<file path="config.mk">
export PLATFORM = sky130hd
export DESIGN_NAME = wb_bus_arbiter
export DESIGN_NICKNAME = d
export VERILOG_FILES = /design/src/rtl/wb_bus_arbiter.sv
export SDC_FILE = /design/constraint.sdc
export NUM_CORES = 1
export LEC_CHECK = 0
export BUFFER_PORTS_ARGS = -buffer_cell sky130_fd_sc_hd__clkbuf_2
export CAP_MARGIN = 10
export CORE_UTILIZATION = 40
export CTS_CLUSTER_DIAMETER = 100
export DETAILED_ROUTE_END_ITERATION = 7
export HOLD_SLACK_MARGIN = 0.02
export PLACE_DENSITY_LB_ADDON = 0.1
export REMOVE_ABC_BUFFERS = 1
export SYNTH_ARGS = -nofsm -noshare
export SYNTH_HDL_FRONTEND = slang
export SYNTH_HIERARCHICAL = 1
export SYNTH_SLANG_ARGS = --single-unit
</file>
<file path="constraint.sdc">
create_clock -name clk_i -period 2.3 [get_ports clk_i]
set_clock_uncertainty 0.1 [all_clocks]
set_input_delay 0.345 -clock clk_i [delete_from_list [all_inputs] [get_ports clk_i]]
set_output_delay 0.345 -clock clk_i [all_outputs]
set_load 0.02 [all_outputs]
</file>
<file path="src/rtl/wb_bus_arbiter.sv">
// Round-robin Wishbone bus-ownership controller with lock support and a stalled-transfer watchdog.
// gnt_o/sel_o are registered and drive the shared master->slave datapath muxes.

module wb_arb_rr_pick #(
    parameter int N_MASTER = 4,
    parameter int IDX_W    = $clog2(N_MASTER)
) (
    input  logic [N_MASTER-1:0] req,
    input  logic [IDX_W-1:0]    last,
    output logic                found,
    output logic [IDX_W-1:0]    idx,
    output logic [N_MASTER-1:0] onehot
);
    int             pos;
    logic [IDX_W-1:0] cand;

    // Scan last+1, last+2, ... wrapping; the first requester wins.
    always_comb begin
        found = 1'b0;
        idx   = last;
        pos   = 0;
        cand  = '0;
        for (int k = 1; k <= N_MASTER; k++) begin
            pos  = (int'(last) + k) % N_MASTER;
            cand = IDX_W'(pos);
            if (!found && req[cand]) begin
                found = 1'b1;
                idx   = cand;
            end
        end
    end

    for (genvar i = 0; i < N_MASTER; i++) begin : g_oh
        assign onehot[i] = found && (idx == IDX_W'(i));
    end
endmodule

module wb_bus_arbiter #(
    parameter int N_MASTER = 4,
    parameter int TIMEOUT  = 255,
    parameter int IDX_W    = $clog2(N_MASTER)
) (
    input  logic                clk_i,
    input  logic                rst_i,
    input  logic [N_MASTER-1:0] cyc_i,
    input  logic [N_MASTER-1:0] stb_i,
    input  logic [N_MASTER-1:0] lock_i,
    input  logic                ack_i,
    input  logic                err_i,
    input  logic                rty_i,
    output logic [N_MASTER-1:0] gnt_o,
    output logic [IDX_W-1:0]    sel_o,
    output logic                busy_o,
    output logic                tout_err_o
);
    localparam int CNT_W = $clog2(TIMEOUT + 1);

    typedef enum logic {IDLE, OWN} state_t;

    state_t              state_q, state_d;
    logic [N_MASTER-1:0] gnt_q, gnt_d;
    logic [IDX_W-1:0]    sel_q, sel_d, last_q, last_d;
    logic [CNT_W-1:0]    cnt_q, cnt_d;

    logic                all_found, oth_found;
    logic [IDX_W-1:0]    all_idx, oth_idx;
    logic [N_MASTER-1:0] all_oh, oth_oh;
    logic                cyc_g, stb_g, lock_g, resp, term;

    // Fresh arbitration from IDLE considers everybody; pre-emption excludes the owner.
    wb_arb_rr_pick #(.N_MASTER(N_MASTER), .IDX_W(IDX_W)) u_pick_all (
        .req(cyc_i), .last(last_q), .found(all_found), .idx(all_idx), .onehot(all_oh)
    );

    wb_arb_rr_pick #(.N_MASTER(N_MASTER), .IDX_W(IDX_W)) u_pick_oth (
        .req(cyc_i & ~gnt_q), .last(last_q), .found(oth_found), .idx(oth_idx), .onehot(oth_oh)
    );

    assign cyc_g  = cyc_i[sel_q];
    assign stb_g  = stb_i[sel_q];
    assign lock_g = lock_i[sel_q];
    assign resp   = ack_i | err_i | rty_i;

    assign tout_err_o = (state_q == OWN) && stb_g && !resp && (cnt_q == CNT_W'(TIMEOUT));
    assign term       = resp | tout_err_o;

    always_ff @(posedge clk_i or posedge rst_i) begin
        if (rst_i) begin
            state_q <= IDLE;
            gnt_q   <= '0;
            sel_q   <= '0;
            last_q  <= IDX_W'(N_MASTER - 1);
            cnt_q   <= '0;
        end else begin
            state_q <= state_d;
            gnt_q   <= gnt_d;
            sel_q   <= sel_d;
            last_q  <= last_d;
            cnt_q   <= cnt_d;
        end
    end

    always_comb begin
        state_d = state_q;
        gnt_d   = gnt_q;
        sel_d   = sel_q;
        last_d  = last_q;
        cnt_d   = cnt_q;
        case (state_q)
            IDLE: begin
                gnt_d = '0;
                cnt_d = '0;
                if (all_found) begin
                    state_d = OWN;
                    gnt_d   = all_oh;
                    sel_d   = all_idx;
                    last_d  = all_idx;
                end
            end
            OWN: begin
                // Release beats a coincident terminator and always costs one idle cycle.
                if (!cyc_g) begin
                    state_d = IDLE;
                    gnt_d   = '0;
                    cnt_d   = '0;
                end else if (stb_g && term && !lock_g && oth_found) begin
                    gnt_d  = oth_oh;
                    sel_d  = oth_idx;
                    last_d = oth_idx;
                    cnt_d  = '0;
                end else if (!stb_g || term) begin
                    cnt_d = '0;
                end else if (cnt_q != CNT_W'(TIMEOUT)) begin
                    cnt_d = cnt_q + CNT_W'(1);
                end
            end
            default: state_d = IDLE;
        endcase
    end

    assign gnt_o  = gnt_q;
    assign sel_o  = sel_q;
    assign busy_o = (state_q == OWN);
endmodule

</file>
==> reports/qor.yml, run 1 <==
synth_area_per_cell_um2: 8.46
whs_ns: 0.00536
synth-compound-area-share_pct: 27.6
post-cts-setup-buffers: 0
rsz0062_at_grt: "false"
post-synth-top-area-cell: "dfrtp_1"
synth-xor-area-share_pct: 3.91
vias_per_cell: 5.65
antenna_found_initial: 0
hold_viol: 0
num_rows: 20
syn-cell-area_mm2: 0.00135
areaGrowthSynthToFinish_pct: 12.8
p_per_area_mw_per_mm2: 1100
synth.area.mux_share_pct: 3.16
fillers: 321
synth_simple_gate_area_share_pct: 26.5
gp_congestion: 0.836
cts_num_sinks: 17
ys_ff_latch: 17
track_usage_pct: 20.4
min_period_ns: 2.14
sw_frac_of_total_pct: 48.2
core_mm2: 0.00313
yosysWarnings: 6
n_antenna_cell: 0
drt_iter0_drc: 53
io_buffers: 24
vias: 1282
critical_path.max_fanout: 3
synthAdderAreaFrac_pct: 0.930
worst-setup-path-type: "reg -> out"
grt_max_degree: 22
startpoint_type: "flip-flop"
power.leakage_nw: 0.679
required_ns: 1.86
synthArstFlopShare_pct: 100
antenna_left: 0
clkPwrFrac_pct: 9.6
htree_levels: 1
grt_pass1_wl_mm: 5.46
die_w_um: 60.0
end_kind: "output pin"
setup_viol: 0
num-nets-final: 202
start_util_pct: 43.0
num_io_pins: 25
slew_viol_final: 0
synth_cells: 159
min_period_over_period_pct: 92.9
drc_errors: 0
clock_latency_ns: 0.29
arrival_ns: 1.69
cts_tree: "built"
worst_slew_pin_slew_ns: 0.640
ys_seq_area_share_pct: 31.8
drtPass1Iterations: 5
relSlewSlack_pct: 57.3
grt_pass1_vias: 1155
synth_most_common_cell: "nor2_1"
power_frac_seq_pct: 34.5
layout-drive-gt1-share_pct: 23.5
synth_top_family_by_area: "compound AO/OA/AOI/OAI gates"
max_freq_mhz: 468
synth_common_cells: "nor2_1 (20), dfrtp_1 (15), a21oi_1 (14)"
p_int_uw: 866
dp_hpwl_mm: 2.58
synth_cell_type_count: 40
netSwitchingPower_uw: 806
comb_power_share_pct: 55.9
hold_path_class: "in -> async"
synth.top_cell.area_share_pct: 27.9
postCtsResizedCells: 0
synth.area.top_cells: "dfrtp_1 (28%), nor2_1 (5.6%), a21oi_1 (5.2%)"
tns_ns: 0
die_area_mm2: 0.00360
cts_made_buffers: 3
clk_pin_slew_ns: 0.10
cts_hold_buf: 0
irDropWorstVdd_uv: 554
routedWlPerCell_um: 14.9
grt-ovfl-total: 0
yosys_most_used_dff: "dfrtp_1"
cts-root-buf: "clkbuf_4"
synth_edf_count: 0
cts_max_path_buffers: 2
wirelength_mm: 3.39
cap_viol_max_count: 0
die_h_um: 60.0
status: "finished, final reports clean"
layout make-up:
class,count,area [um2],area share (%)
tap,44,55.1,3.63
sequential,17,428,28.2
timing repair buffer,27,143,9.40
clock buffer,4,26.3,1.73
multi-input combinational,127,836,55.1
inverter,8,30.0,1.98
per-stage QoR:
stage	setup WS, ns	power [mW]	cells	cell area, um2	utilization [%]
after floorplan	0.412	1.22	152	1290	-
after global placement	0.293	1.49	223	1490	47.7
after detailed placement	0.216	1.51	223	1490	47.7
after CTS	0.137	1.68	227	1520	48.5
after global routing	0.0826	1.82	227	1520	48.5
final	0.162	1.67	227	1520	48.5
worst max-delay path, cell delays in order (launching register included):
cell	delay (ns)
dfrtp_1	0.41
ha_1	0.23
and3_1	0.22
and3_1	0.21
and3_1	0.18
clkbuf_2	0.15
routing by layer:
metal	global-route usage (%)	routed length (um)	vias up
met4	5.32	49	0
met2	31.9	1560	41
li1	-	-	628
met5	0	0	-
met1	28.2	1610	607
met3	4.76	176	6
final timing paths:
| kind | from | endpoint | cells past startpoint | slack, ns |
|---|---|---|---|---|
| max reg2reg | cnt_q[0] | last_q[0] | 6 | 0.25 |
| min | rst_i | gnt_o[2] | 2 | 0.005 |
| min reg2reg | cnt_q[0] | cnt_q[0] | 1 | 0.37 |
| min in group clk_i | rty_i | cnt_q[4] | 4 | 0.35 |
| max | cnt_q[0] | tout_err_o | 5 | 0.16 |
| max in group asynchronous | rst_i | cnt_q[4] | 2 | 1.69 |
sequential cells by signal (all words and copies together) (netlist names):
signal / cells
busy_o: 1
cnt_q: 8
gnt_o: 4
last_q: 2
sel_o: 2
logic make-up (layout without fill, tap and decap cells):
kind of cell,after synthesis,count (layout)
simple gates,69,69
mux,3,3
compound gates,48,48
fa+ha+maj,1,1
buf+inv,15,39
xor+xnor,6,6
flops,17,17
power groups by stage:
stage               Sequential, mW  Combinational, mW  Clock (mW)
floorplan                    0.591              0.633           0
global placement             0.575              0.915           0
detailed placement           0.585              0.928           0
CTS                          0.581              0.933       0.162
global route                 0.599               1.04       0.174
finish                       0.577              0.935       0.160
placed cells by master, fill, tap and decap left out, types with 3 or more instances in the layout:
cell type / count
xor2_1: 3
o21ai_0: 6
inv_1: 8
nand2b_1: 8
o221a_1: 4
nand2_1: 7
and3_1: 7
xnor2_1: 3
buf_4: 3
nand3_1: 4
clkbuf_4: 3
a211oi_1: 4
a21oi_1: 14
nor3_1: 7
nor2b_1: 9
dfrtp_1: 15
clkbuf_2: 24
a2111oi_0: 4
nor2_1: 20
(Power assumes the default switching activity.)
==> inputs of run 2 (changes only) <==
Settings changed: CORE_ASPECT_RATIO from default to 1.25.
==> run 2 against run 1 <==
  * Global-route usage about the same
  * Largest power group unchanged
  * Critical endpoint is now sel_o[1]
  * Register-to-register slack got worse by 0.02 ns
  * First-iteration DRC count decreased by 60%
==> reports/qor.yml, run 2 (same netlist as run 1, synthesis figures left out) <==
grt-busiest-layer: "met2"
max_freq_mhz: 484
worst_slew_pin_slew_ns: 0.644
dp_hpwl_mm: 2.64
regMostFlops: "cnt_q"
die_h_um: 66.8
hold_path_class: "in -> async"
power.leakage_nw: 0.694
antenna_found_initial: 0
total_power_mw: 1.74
worst-setup-path-type: "reg -> reg"
gp_congestion: 0.826
cts_num_sinks: 17
irDropWorstVdd_uv: 495
finalWorstSetupSlack_ns: 0.234
htree_levels: 1
ff2ff_path_depth: 6
wirelength_mm: 3.29
multiInputGateArea_um2: 836
rsz0062_at_grt: "false"
end_kind: "flip-flop"
grtUsageMet3_pct: 2.74
n_antenna_cell: 0
die_w_um: 53.9
min_period_over_period_pct: 89.8
cap_viol_max_count: 0
min_period_ns: 2.07
met1_usage_pct: 22.8
fillers: 319
required_ns: 2.38
cts-root-buf: "clkbuf_8"
startpoint_type: "flip-flop"
num_io_pins: 25
clock_latency_ns: 0.25
areaGrowthSynthToFinish_pct: 14.2
regArea_um2: 428
routedWlPerCell_um: 14.9
cts_made_buffers: 3
layout.cells.non_filler: 221
num-nets-final: 203
setup_viol: 0
core_mm2: 0.00319
drc_errors: 0
p_per_area_mw_per_mm2: 1130
arrival_ns: 2.14
final_cell_mix: "clkbuf_2 (24), nor2_1 (20), dfrtp_1 (15)"
layout-drive-gt1-share_pct: 24.5
grtUsageMet2_pct: 36.9
track_usage_pct: 20.4
start_util_pct: 42.1
vias_per_cell: 5.66
status: "finished, final reports clean"
final_common_cell: "clkbuf_2"
critical_path.max_fanout: 8
antenna_left: 0
dp.cells: 217
grt_max_degree: 22
cts_hold_buf: 0
grt-ovfl-total: 0
grt_pass1_vias: 1168
vias: 1250
relSlewSlack_pct: 57.0
drt_iter0_drc: 21
clk_pin_slew_ns: 0.06
num_rows: 23
die_area_mm2: 0.00360
cts_tree: "built"
drtPass1Iterations: 4
largest_reg_flops: 8
dp_slack_ns: 0.195
grt_pass1_wl_mm: 5.29
slew_viol_final: 0
io_buffers: 24
post-cts-setup-buffers: 0
hold_viol: 0
tns_ns: 0
postCtsResizedCells: 0
cts_max_path_buffers: 2
run 2: final cells by class:
cell class                      count  area share [%]
Inverter                            8            1.95
Timing Repair Buffer               28            9.77
Tap cell                           37            3.01
Sequential cell                    17            27.9
Clock inverter                      1           0.326
Multi-Input combinational cell    127            54.4
Clock buffer                        3            2.69
run 2: stage by stage:
step                hold slack (ns)  util [%]  area [um2]
floorplan                     0.170         -        1290
global placement              0.330      46.7        1490
detailed placement            0.328      46.7        1490
CTS                          0.0614      48.1        1540
global route                 0.0938      48.1        1540
finish                       0.0442      48.1        1540
run 2: path summary, 6_finish.rpt:
check | startpoint | slack, ns | to
setup reg to reg | cnt_q[0] | 0.23 | sel_o[1]
hold / removal | rst_i | 0.04 | cnt_q[1]
hold reg to reg | cnt_q[0] | 0.36 | cnt_q[0]
setup / recovery | cnt_q[0] | 0.23 | sel_o[1]
max in group asynchronous | rst_i | 1.65 | cnt_q[4]
min in group clk_i | cnt_q[0] | 0.36 | cnt_q[0]
run 2: where the power goes:
part	leakage [nW]	internal [mW]	switching (mW)
combinational	0.450	0.408	0.528
sequential	0.218	0.392	0.192
clock	0.0255	0.120	0.0957
total	0.694	0.920	0.816
run 2: critical path, cell delays in order (launching register included):
cell and delay [ns]:
dfrtp_1 0.39, ha_1 0.22, and3_1 0.22, and3_1 0.21, a21boi_2 0.29, or2_1 0.31
o221a_1 0.24
run 2: layer usage:
metal / part of all wire (%) / vias up
met5: 0 / -
met4: 2.5 / 0
met3: 2.9 / 8
met2: 53 / 22
met1: 42 / 591
li1: - / 629
==> inputs of run 3 (changes only) <==
Settings changed: CORE_UTILIZATION 40 to 55.
==> run 3 against run 2 <==
  * Combinational power is 3.2% higher
  * Cell count is 0.90% lower
  * Highest routed layer unchanged
  * Clock power is 28% lower
  * Critical endpoint is now gnt_o[3]
  * First-iteration DRC count is 29% higher
  * Design area is 0.49% higher
  * Global-route usage is 7.5 points higher
  * Sequential share of layout area is 0.14 points lower
  * Wire length hardly changed
  * Largest power group unchanged
  * Fmax is 5.9% lower
  * Utilization is 20 points higher
==> reports/qor.yml, run 3 (same netlist as run 1, synthesis figures left out) <==
hold_path_class: "in -> reg"
grt_pass1_wl_mm: 5.24
track_usage_pct: 27.8
die_w_um: 46.2
power.leakage_nw: 0.706
grt_max_degree: 22
core_mm2: 0.00226
required_ns: 2.36
clock_latency_ns: 0.28
hold_viol: 0
antenna_found_initial: 0
cts_tree: "built"
utilization_pct: 68.4
worst-setup-path-type: "reg -> reg"
clkPwrFrac_pct: 9.1
power_frac_seq_pct: 34.3
arrival_ns: 2.26
netSwitchingPower_uw: 812
num-nets-final: 207
final_cell_mix: "clkbuf_2 (24), nor2_1 (20), dfrtp_1 (15)"
gp_congestion: 0.893
cts_made_buffers: 3
cts_num_sinks: 17
grt_pass1_vias: 1210
io_buffers: 24
cap_viol_max_count: 0
grt-ovfl-total: 0
post-cts-setup-buffers: 0
multiInputGateArea_um2: 837
routedWlPerCell_um: 15.0
finalWorstSetupSlack_ns: 0.104
crit_chain: "nand2b_1, a21oi_1, o21a_1, a2111oi_1, buf_4, a211oi_1"
die_h_um: 57.3
relSlewSlack_pct: 56.0
rr_startpoint: "last_q[1]"
critical_path.max_fanout: 21
dp.cells: 214
dp_slack_ns: -0.0224
layout-drive-gt1-share_pct: 25.5
slowest_delay_ns: 0.74
num_rows: 19
min_period_ns: 2.20
vias: 1279
startpoint: "last_q[1]"
htree_levels: 1
drtPass1Iterations: 4
layout.cells.non_filler: 219
rsz0062_at_grt: "false"
sw_frac_of_total_pct: 47.6
final_common_cell: "clkbuf_2"
slew_viol_final: 0
worst_slew_pin_slew_ns: 0.659
ff2ff_path_depth: 6
drt_iter0_drc: 27
antenna_left: 0
largest_reg_flops: 8
p_per_area_mw_per_mm2: 1100
drc_errors: 0
cts-root-buf: "clkbuf_4"
regArea_um2: 428
regMostFlops: "cnt_q"
start_util_pct: 59.6
max_freq_mhz: 455
dp_hpwl_mm: 2.62
status: "finished, final reports clean"
n_antenna_cell: 0
vias_per_cell: 5.84
crit_end: "gnt_o[3]"
end_kind: "flip-flop"
min_period_over_period_pct: 95.5
r2r_end: "gnt_o[3]"
worstHoldPathCells: 4
rrSetupSlack_ns: 0.10
crit_slowest_cell: "dfstp_2"
areaGrowthSynthToFinish_pct: 14.8
wirelength_mm: 3.29
setup_viol: 0
whs_ns: 0.340
fillers: 205
clk_pin_slew_ns: 0.10
die_area_mm2: 0.00265
num_io_pins: 25
comb_power_share_pct: 56.7
irDropWorstVdd_uv: 662
cts_max_path_buffers: 2
startpoint_type: "flip-flop"
p_int_uw: 893
tns_ns: 0
==> run 3: cell types whose count changed in the layout (fill, tap and decap cells not counted), sizes merged <==
cell	delta
buf	+3
dlygate4sd3	+1
==> run 3: how the worst min path moves through the flow <==
stage	startpoint	to	slack, ns
after floorplan	rst_i	busy_o	0.17
after global placement	rst_i	gnt_o[2]	0.32
after detailed placement	rst_i	cnt_q[2]	0.33
after CTS	rty_i	cnt_q[4]	0.34
after global routing	rty_i	cnt_q[6]	0.36
final	ack_i	cnt_q[4]	0.34
==> run 3: final cells by class <==
type	instances	area share, %
Inverter	8	1.94
Tap cell	31	2.51
Clock inverter	1	0.324
Clock buffer	3	1.46
Timing Repair Buffer	32	11.8
Sequential cell	17	27.7
Multi-Input combinational cell	127	54.2
==> run 3: critical path, delay by kind of cell (launching register included) <==
family	cells	cell delay (ns)
compound gates	4	0.84
flops	1	0.74
simple gates	1	0.20
buf+inv	1	0.20
==> run 3: repair_timing <==
item	4_1_cts	5_1_grt
gates resized for setup	0	1
hold buffers	1	0
setup endpoints to repair	0	1
hold endpoints to repair	15	0
==> run 3: power by group through the flow <==
stage / combinational [mW] / clock (mW) / sequential, mW
floorplan: 0.633 / 0 / 0.591
global placement: 0.943 / 0 / 0.579
detailed placement: 0.964 / 0 / 0.584
CTS: 0.965 / 0.158 / 0.581
global route: 1.07 / 0.178 / 0.602
finish: 0.966 / 0.155 / 0.584
==> run 3: per-layer routing <==
metal | wire [um] | GRT usage (%)
met5 | 0 | 0
met4 | 126 | 19.3
met3 | 96 | 3.48
met2 | 1680 | 46.5
met1 | 1390 | 31.4
==> run 3: metrics by stage <==
step | total power [mW] | instance area [um2]
after floorplan | 1.22 | 1290
after global placement | 1.52 | 1510
after detailed placement | 1.55 | 1510
after CTS | 1.70 | 1540
after global routing | 1.85 | 1540
final | 1.71 | 1540
